==> src/rtl/async_fifo_pkg.sv <==
// Shared types and constants for the async FIFO write-side packer.
package async_fifo_pkg;

    typedef enum logic [1:0] {
        IDLE  = 2'd0,
        ISSUE = 2'd1,
        GUARD = 2'd2,
        WAIT  = 2'd3
    } wr_state_e;

    localparam int PACK_BUF_DEPTH = 2;

    function automatic int ratio(input int width, input int in_width);
        return width / in_width;
    endfunction

endpackage

==> src/rtl/packer_word_buf.sv <==
// Two-entry word buffer between the beat packer and the FIFO write issuer.
module packer_word_buf
    import async_fifo_pkg::*;
#(
    parameter int WIDTH = 8
) (
    input  logic             clk_wr,
    input  logic             rst_n,
    input  logic             push,
    input  logic [WIDTH-1:0] push_data,
    input  logic             pop,
    output logic [WIDTH-1:0] head,
    output logic [1:0]       count,
    output logic             full,
    output logic             empty
);

    logic [WIDTH-1:0] mem [PACK_BUF_DEPTH];
    logic             wr_ptr;
    logic             rd_ptr;

    always_ff @(posedge clk_wr or negedge rst_n) begin
        if (!rst_n) begin
            wr_ptr <= 1'b0;
            rd_ptr <= 1'b0;
            count  <= 2'd0;
        end else begin
            if (push) wr_ptr <= ~wr_ptr;
            if (pop)  rd_ptr <= ~rd_ptr;
            case ({push, pop})
                2'b10:   count <= count + 2'd1;
                2'b01:   count <= count - 2'd1;
                default: count <= count;
            endcase
        end
    end

    // Storage is qualified by count, so it needs no reset.
    always_ff @(posedge clk_wr) begin
        if (push) mem[wr_ptr] <= push_data;
    end

    assign head  = mem[rd_ptr];
    assign full  = (count == 2'(PACK_BUF_DEPTH));
    assign empty = (count == 2'd0);

endmodule

==> src/rtl/async_fifo_wr_packer.sv <==
// Packs narrow producer beats into FIFO words and paces writes on the FIFO full flag.
// Optional WR_PACKER_STATS_EN adds saturating write/stall counters.
module async_fifo_wr_packer
    import async_fifo_pkg::*;
#(
    parameter int WIDTH    = 8,
    parameter int IN_WIDTH = 2
) (
    input  logic                clk_wr,
    input  logic                rst_n,
    input  logic                in_vld,
    input  logic [IN_WIDTH-1:0] in_data,
    input  logic                in_last,
    output logic                in_rdy,
    input  logic                full,
    output logic                wr_en,
    output logic                data_in_vld,
    output logic [WIDTH-1:0]    data_in,
    output logic                busy
`ifdef WR_PACKER_STATS_EN
    ,
    output logic [15:0]         wr_cnt,
    output logic [15:0]         stall_cnt
`endif
);

    localparam int RATIO = ratio(WIDTH, IN_WIDTH);
    localparam int CNT_W = (RATIO > 1) ? $clog2(RATIO) : 1;

    logic [CNT_W-1:0] beat_cnt;
    logic [WIDTH-1:0] pack_q;
    logic [WIDTH-1:0] word;
    logic             rdy_q;
    logic             accept;
    logic             complete;
    wr_state_e        state;

    logic [WIDTH-1:0] buf_head;
    logic [1:0]       buf_count;
    logic             buf_full;
    logic             buf_empty;

    assign in_rdy   = rdy_q && !buf_full;
    assign accept   = in_vld && in_rdy;
    assign complete = accept && ((beat_cnt == CNT_W'(RATIO - 1)) || in_last);

    // Slices below the counter come from earlier beats; above it are zero-padded.
    always_comb begin
        word = '0;
        for (int i = 0; i < RATIO; i++) begin
            if (i < int'(beat_cnt))
                word[i*IN_WIDTH +: IN_WIDTH] = pack_q[i*IN_WIDTH +: IN_WIDTH];
            else if (i == int'(beat_cnt))
                word[i*IN_WIDTH +: IN_WIDTH] = in_data;
        end
    end

    always_ff @(posedge clk_wr or negedge rst_n) begin
        if (!rst_n) begin
            rdy_q    <= 1'b0;
            beat_cnt <= '0;
        end else begin
            rdy_q <= 1'b1;
            if (accept) beat_cnt <= complete ? '0 : beat_cnt + CNT_W'(1);
        end
    end

    always_ff @(posedge clk_wr) begin
        if (accept) pack_q <= complete ? '0 : word;
    end

    packer_word_buf #(.WIDTH(WIDTH)) u_buf (
        .clk_wr    (clk_wr),
        .rst_n     (rst_n),
        .push      (complete),
        .push_data (word),
        .pop       (wr_en),
        .head      (buf_head),
        .count     (buf_count),
        .full      (buf_full),
        .empty     (buf_empty)
    );

    // GUARD absorbs the one-cycle lag of the registered full flag after a write.
    always_ff @(posedge clk_wr or negedge rst_n) begin
        if (!rst_n) begin
            state <= IDLE;
        end else begin
            case (state)
                IDLE:    if (!buf_empty) state <= ISSUE;
                ISSUE:   if (!full) state <= GUARD;
                GUARD:   state <= WAIT;
                WAIT:    if (!full) state <= buf_empty ? IDLE : ISSUE;
                default: state <= IDLE;
            endcase
        end
    end

    assign wr_en       = (state == ISSUE) && !full;
    assign data_in_vld = wr_en;
    assign data_in     = buf_empty ? '0 : buf_head;
    assign busy        = (beat_cnt != '0) || (buf_count != 2'd0) || (state != IDLE);

`ifdef WR_PACKER_STATS_EN
    always_ff @(posedge clk_wr or negedge rst_n) begin
        if (!rst_n) begin
            wr_cnt    <= 16'd0;
            stall_cnt <= 16'd0;
        end else begin
            if (wr_en && (wr_cnt != 16'hFFFF)) wr_cnt <= wr_cnt + 16'd1;
            if ((state == ISSUE) && full && (stall_cnt != 16'hFFFF))
                stall_cnt <= stall_cnt + 16'd1;
        end
    end
`endif

endmodule

==> config.mk <==
export PLATFORM = sky130hd
export DESIGN_NAME = async_fifo_wr_packer
export DESIGN_NICKNAME = d
export VERILOG_FILES = /design/src/rtl/async_fifo_pkg.sv /design/src/rtl/packer_word_buf.sv /design/src/rtl/async_fifo_wr_packer.sv
export SDC_FILE = /design/constraint.sdc
export NUM_CORES = 1
export LEC_CHECK = 0
export ABC_AREA = 0
export CAP_MARGIN = 15
export CORE_MARGIN = 5
export CORE_UTILIZATION = 54
export CTS_BUF_LIST = sky130_fd_sc_hd__clkbuf_4 sky130_fd_sc_hd__clkbuf_8 sky130_fd_sc_hd__clkbuf_16
export DETAILED_ROUTE_END_ITERATION = 7
export HOLD_SLACK_MARGIN = 0.15
export PLACE_DENSITY = 0.78
export SYNTH_ARGS = -nofsm -noshare
export SYNTH_HDL_FRONTEND = slang
export SYNTH_HIERARCHICAL = 1
export SYNTH_SLANG_ARGS = --single-unit
export TNS_END_PERCENT = 1
==> constraint.sdc <==
create_clock -name clk_wr -period 2.36 [get_ports clk_wr]
set_input_delay 0.354 -clock clk_wr [delete_from_list [all_inputs] [get_ports clk_wr]]
set_output_delay 0.354 -clock clk_wr [all_outputs]
set_load 0.05 [all_outputs]
Yosys cells after proc, flatten, opt, wreduce, memory -nomap -nowiden:

Memory sizes are Yosys's and may differ from the RTL's.
Index checks and enable logic that the tools add are counted.

* bits in read-only memories: 0
* flip-flop bits (word level): 15
* output and inout port bits: 12
* bits of input ports: 7
* logic and storage cells: 63
* memories: 1
* RAM bits: 16
* latch bits: 0

* bitwise gates (word level): 2
* order comparisons: 3
* reductions and logical operators: 17
* divide/modulo/power cells: 0
* $add $sub $neg: 3
* shift operators: 0
* $mul: 0
* equal/unequal tests: 13
* multiplexer cells: 17

Memories
* u_buf.mem: depth 2, bits a word 8, rd ports 1, clocked after Yosys merged registers in 0, wr ports 1, RTL line packer_word_buf.sv:18 `logic [WIDTH-1:0] mem [PACK_BUF_DEPTH];`

Operator list (count)
* 2-to-1 mux 2 bit: 11
* equality test 2 bit, second input constant: 5
* 2-to-1 mux 8 bit: 1
* one-hot mux 2 bit (4 select lines): 1
* nonzero test 2 bit: 4
* zero test 2 bit: 3
* != test 2 bit, second input constant: 3
* adder 2 x 1 -> 2 bit, second input constant: 2
* equality test 2 x 1 -> 1 bit, second input constant: 2
* equality test 2 bit, first input constant: 2
* logical AND 1 bit: 4
* < comparator 1 x 2 -> 1 bit, first input constant: 2
* one-hot mux 2 bit (2 select lines): 1
* logical OR 1 bit: 3
* 2-to-1 mux 1 bit: 3
* AND reduction 3 bit: 1
* equality test 1 x 2 -> 1 bit, first input constant: 1
* zero test 1 bit: 2
* < comparator 2 bit, first input constant: 1
* inverter 1 bit: 2
* subtractor 2 x 1 -> 2 bit, second input constant: 1

Longest topological paths before layout:

* depth after elaboration: 7
* gate-level depth with buffers: 8
* depth with buffers taken out: 8

By module:

Netlist, hierarchy kept.

By module, submodules not included
* async_fifo_wr_packer: cells each 77, instances 1, area an instance 782.0 sq um
* packer_word_buf: cells each 41, instances 1, area an instance 762.0 sq um

Worst setup path after synthesis:

No wires, ideal clock.

* kind: reg-to-reg
* from: reg state[1]
* to: reg u_buf.count[1]
* setup time: 0.079 ns
* stages on the path, launching flop included: 7
* path slack: 0.107 ns
* buffers on the path: 0
* arrival: 2.174 ns
* path through: dfrtp_1 -> inv_1 -> ha_1 -> nor2b_1 -> ha_1 -> nor2_1 -> xor2_1

* cells in the longest elaborated chain, start to end: 4
* elaborated cells between the ends (all ways): 6
* classes of those cells: eq/ne (3); mux (1); reduce/logical (2)

RTL lines
* from (decl): RTL line async_fifo_wr_packer.sv:36 `wr_state_e state;`
* from (signal assigned): RTL line async_fifo_wr_packer.sv:93 `WAIT: if (!full) state <= buf_empty ? IDLE : ISSUE;`
* equality test 2 x 1 -> 1 bit *: RTL line async_fifo_wr_packer.sv:99 `assign wr_en = (state == ISSUE) && !full;`
* logical AND 1 bit *: RTL line async_fifo_wr_packer.sv:99
* via data_in_vld: RTL line async_fifo_wr_packer.sv:17 `output logic data_in_vld,`
* equality test 2 x 1 -> 1 bit / equality test 2 bit (equally long branches): RTL line packer_word_buf.sv:30 `case ({push, pop})`
* one-hot mux 2 bit (2 select lines) / nonzero test 2 bit (equally long branches)
* to (signal assigned): RTL line packer_word_buf.sv:31 `2'b10: count <= count + 2'd1;`
* to (signal assigned): RTL line packer_word_buf.sv:32 `2'b01: count <= count - 2'd1;`
* to (signal assigned): RTL line packer_word_buf.sv:33 `default: count <= count;`
* to (decl): RTL line packer_word_buf.sv:13 `output logic [1:0] count,`

Mark *: on every way through the listed nets, which the timed path passes. The rest lies on a longest branch.
A chain may end at the register's enable or synchronous reset.

Worst setup path after layout:

* from: reg u_buf.rd_ptr
* to: out data_in[2]

* cells in the longest elaborated chain, start to end: 2

RTL lines
* from (decl): RTL line packer_word_buf.sv:20 `logic rd_ptr;`
* from (signal assigned): RTL line packer_word_buf.sv:29 `if (pop) rd_ptr <= ~rd_ptr;`
* memory read (2 x 8 bit)
* via buf_head[2]: RTL line async_fifo_wr_packer.sv:38 `logic [WIDTH-1:0] buf_head;`
* 2-to-1 mux 8 bit: RTL line async_fifo_wr_packer.sv:101 `assign data_in = buf_empty ? '0 : buf_head;`
* to (decl): RTL line async_fifo_wr_packer.sv:18 `output logic [WIDTH-1:0] data_in,`

The timed path passes the listed nets, and every way through them passes these cells.

==> summary.txt <==
Route
  • Iter 0 DRT Violations: 27
  • Routed WL: between 2 and 3 mm
  • DRC errors left: 0
  • Routed Antenna Nets: 0
  • DR vias/cell: 5.34
  • Drt first pass iters: 4
  • Vias: approximately 950
  • Wire per inst: 16.2 um

Placement
  • Port Buffers: 18
  • Final HPWL DP: between 2 and 2.5 mm
  • Final GP Congestion: 0.793
  • Post-DP Area: 1780 um^2

CTS
  • TritonCTS Buffers: 5
  • Clk pin slew, worst setup/hold paths: ~0.1 ns
  • Root Buffer: clkbuf_4
  • H-tree depth: 2
  • Max Buffers Root-to-Sink: 2
  • CTS tree: yes
  • Hold_buf cts: 0
  • CTS sink cnt: 31
  • Resized Gates After CTS: 0
  • Post-CTS Setup Bufs: 0
  • Worst-Skew Late Latency: about 0.33 ns

Setup path
  • Critical path fanouts, max: 9
  • Slowest stage cell, crit path: dfrtp_1
  • RR Startpoint: beat_cnt[1]$_DFFE_PN0P_
  • Worst EP arrival: about 1.7 ns
  • CP required: roughly 2 ns
  • Worst Path Buf+Inv: 1
  • Top delay family on crit path: flip-flops
  • Critical Path Source: u_buf/rd_ptr$_DFFE_PN0P_
  • Crit. End Element: primary output
  • Crit Path Class: reg -> out
  • CP startpoint kind: flip-flop
  • Crit-path cells: mux2_2 -> and2b_2 -> buf_4
  • Worst path max stage delay: about 0.59 ns

Synth
  • Area leader, netlist: edfxtp_1
  • Count of cell types in the netlist: 28
  • Synth area leaders: edfxtp_1, dfrtp_1, ha_1
  • Seq/Total Area, Yosys: a little under three fifths
  • Synth Register Bits: 31
  • Yosys warns: 6
  • Syn Nets: between 100 and 150
  • Asr flop ratio synth: between 20 and 30%
  • Post-synth top flop: edfxtp_1
  • Number of enable flip-flop cells after synthesis: 22
  • Synth Cell Area: about 1500 um^2
  • Synth top area share: between 40% and 50%
  • Mapped Avg Cell Area: 13.1 um^2
  • Post-Synthesis Cells: about 120

Cells and area
  • Commonest non-fill, non-tap cell in the layout: edfxtp_1
  • Ant diodes: 0
  • Layout cells sized above 1: around a third
  • Storage element area: 886 um^2
  • Final Net Count: about 160
  • Layout area overhead: 19.9%
  • Cell area after layout: between 1500 and 2000 um^2
  • Most frequent cells in the layout: edfxtp_1, buf_4, nand2_1, mux2_2, ha_1
  • FILL cells: 209
  • Area of the multi-input gates: between 600 and 700 um^2

Die
  • Ports: 19
  • # rows: 19
  • Die area: ~4000 um^2
  • Die W: between 60 and 70 um
  • Starting Density: between 50 and 60%
  • Core area: about 2800 um^2
  • Die H: around 63 um

Timing
  • Final Critical Period: 2.03 ns
  • Slew headroom: 64.6%
  • Fmax: just under 0.5 GHz
  • Final Setup Violations: 0
  • Max Clock Skew: between 0.007 and 0.008 ns
  • Final hold vios: 0
  • Pins over their slew limit: 0
  • Accumulated negative setup slack: 0 ns
  • Tcrit/Tclk final: between 80 and 90%
  • Slew @ Worst Pin: 0.526 ns
  • Setup repair after global routing missed its margin: false

Global routing
  • GRT Overall Usage: between 10% and 20%
  • GRT Residual Overflow: 0
  • Initial antenna violation count: 0
  • Vias in the first global route: roughly 970
  • First-pass GRT wire length: roughly 4.8 mm
  • Largest net degree at the start of global routing: 11

Power and ir drop
  • VDD IR-drop max: between 0.9 and 1 mV
  • Leakage: 0.767 nW
  • PD cells: 1350 nW/um^2

Status
  • Status: complete, no violations

Min path
  • Hold Crit Class: in -> async

Flow run
  • Max Cap Viol: 0
## flip-flops by register name, summed over array words and instances, names as in the netlist
name	cells
u_buf/mem	16
beat_cnt	2
state	2
u_buf/wr_ptr	1
u_buf/count	2
rdy_q	1
u_buf/rd_ptr	1
pack_q	6
## cells by family after synthesis
family / synth area share (%)
and+or+nand+nor: 15.4
DFF: 57.4
AOI/OAI and AO/OA: 6.24
buffers and inverters: 2.51
other: 0.243
muxes: 7.29
xor gates and xnor gates: 2.84
adders and majority gates: 8.10
## synth_stat cells (2+ instances only)
cell type  instances
dfrtp_1            9
mux2_2            10
and2_1             3
o21a_1             2
ha_1              10
nor2_1             4
xnor2_1            2
nor2b_1            6
edfxtp_1          22
inv_1              7
nand2_1           10
nor2_2             2
o21ai_0            6
xor2_1             3
and2b_2            9
## per-layer routing
layer  vias up  global-route usage (%)  share of wire, %
li1        460                       -                 -
met1       458                    19.6                41
met2        22                    24.9                51
met3         5                    5.86               5.7
met4         0                    6.23               1.7
met5         -                       0                 0
## power by group
| part | internal (W) | total (W) | switching [W] |
|---|---|---|---|
| logic | 0.000514 | 0.00122 | 0.000707 |
| clock network | 0.000218 | 0.000407 | 0.000189 |
| registers | 0.000746 | 0.000865 | 0.000119 |
| total | 0.00148 | 0.00249 | 0.00102 |
## path summary, 6_finish.rpt
kind,endpoint,slack (ns),cells after the start
min,state[1]$_DFFE_PN0P_,0.32,1
max,data_in[2],0.33,3
min reg2reg,u_buf/count[1]$_DFFE_PN0P_,0.52,1
max in group asynchronous,u_buf/wr_ptr$_DFFE_PN0P_,1.73,1
max reg2reg,u_buf/count[1]$_DFFE_PN0P_,0.56,7
min in group clk_wr,u_buf/count[1]$_DFFE_PN0P_,0.52,1
## per-stage QoR
| step | setup WS, ns | std cells | hold slack [ns] | power [W] | utilization (%) |
|---|---|---|---|---|---|
| after global routing | 0.217 | 177 | 0.319 | 0.00264 | 67.2 |
| after CTS | 0.297 | 177 | 0.318 | 0.00251 | 67.2 |
| after global placement | 0.488 | 169 | 0.475 | 0.00205 | 64.4 |
| final | 0.330 | 177 | 0.322 | 0.00249 | 67.2 |
| after floorplan | 0.107 | 118 | 0.0584 | 0.00175 | - |
| after detailed placement | 0.418 | 169 | 0.493 | 0.00210 | 64.4 |
## layout make-up
class	instances	area share (%)
clock buffer	5	2.03
clock inverter	3	2.09
inverter	7	1.42
multi-input combinational	78	33.4
sequential	31	47.8
tap	31	2.09
timing repair buffer	22	11.1
Note: power is estimated with default switching activity, not from simulation.
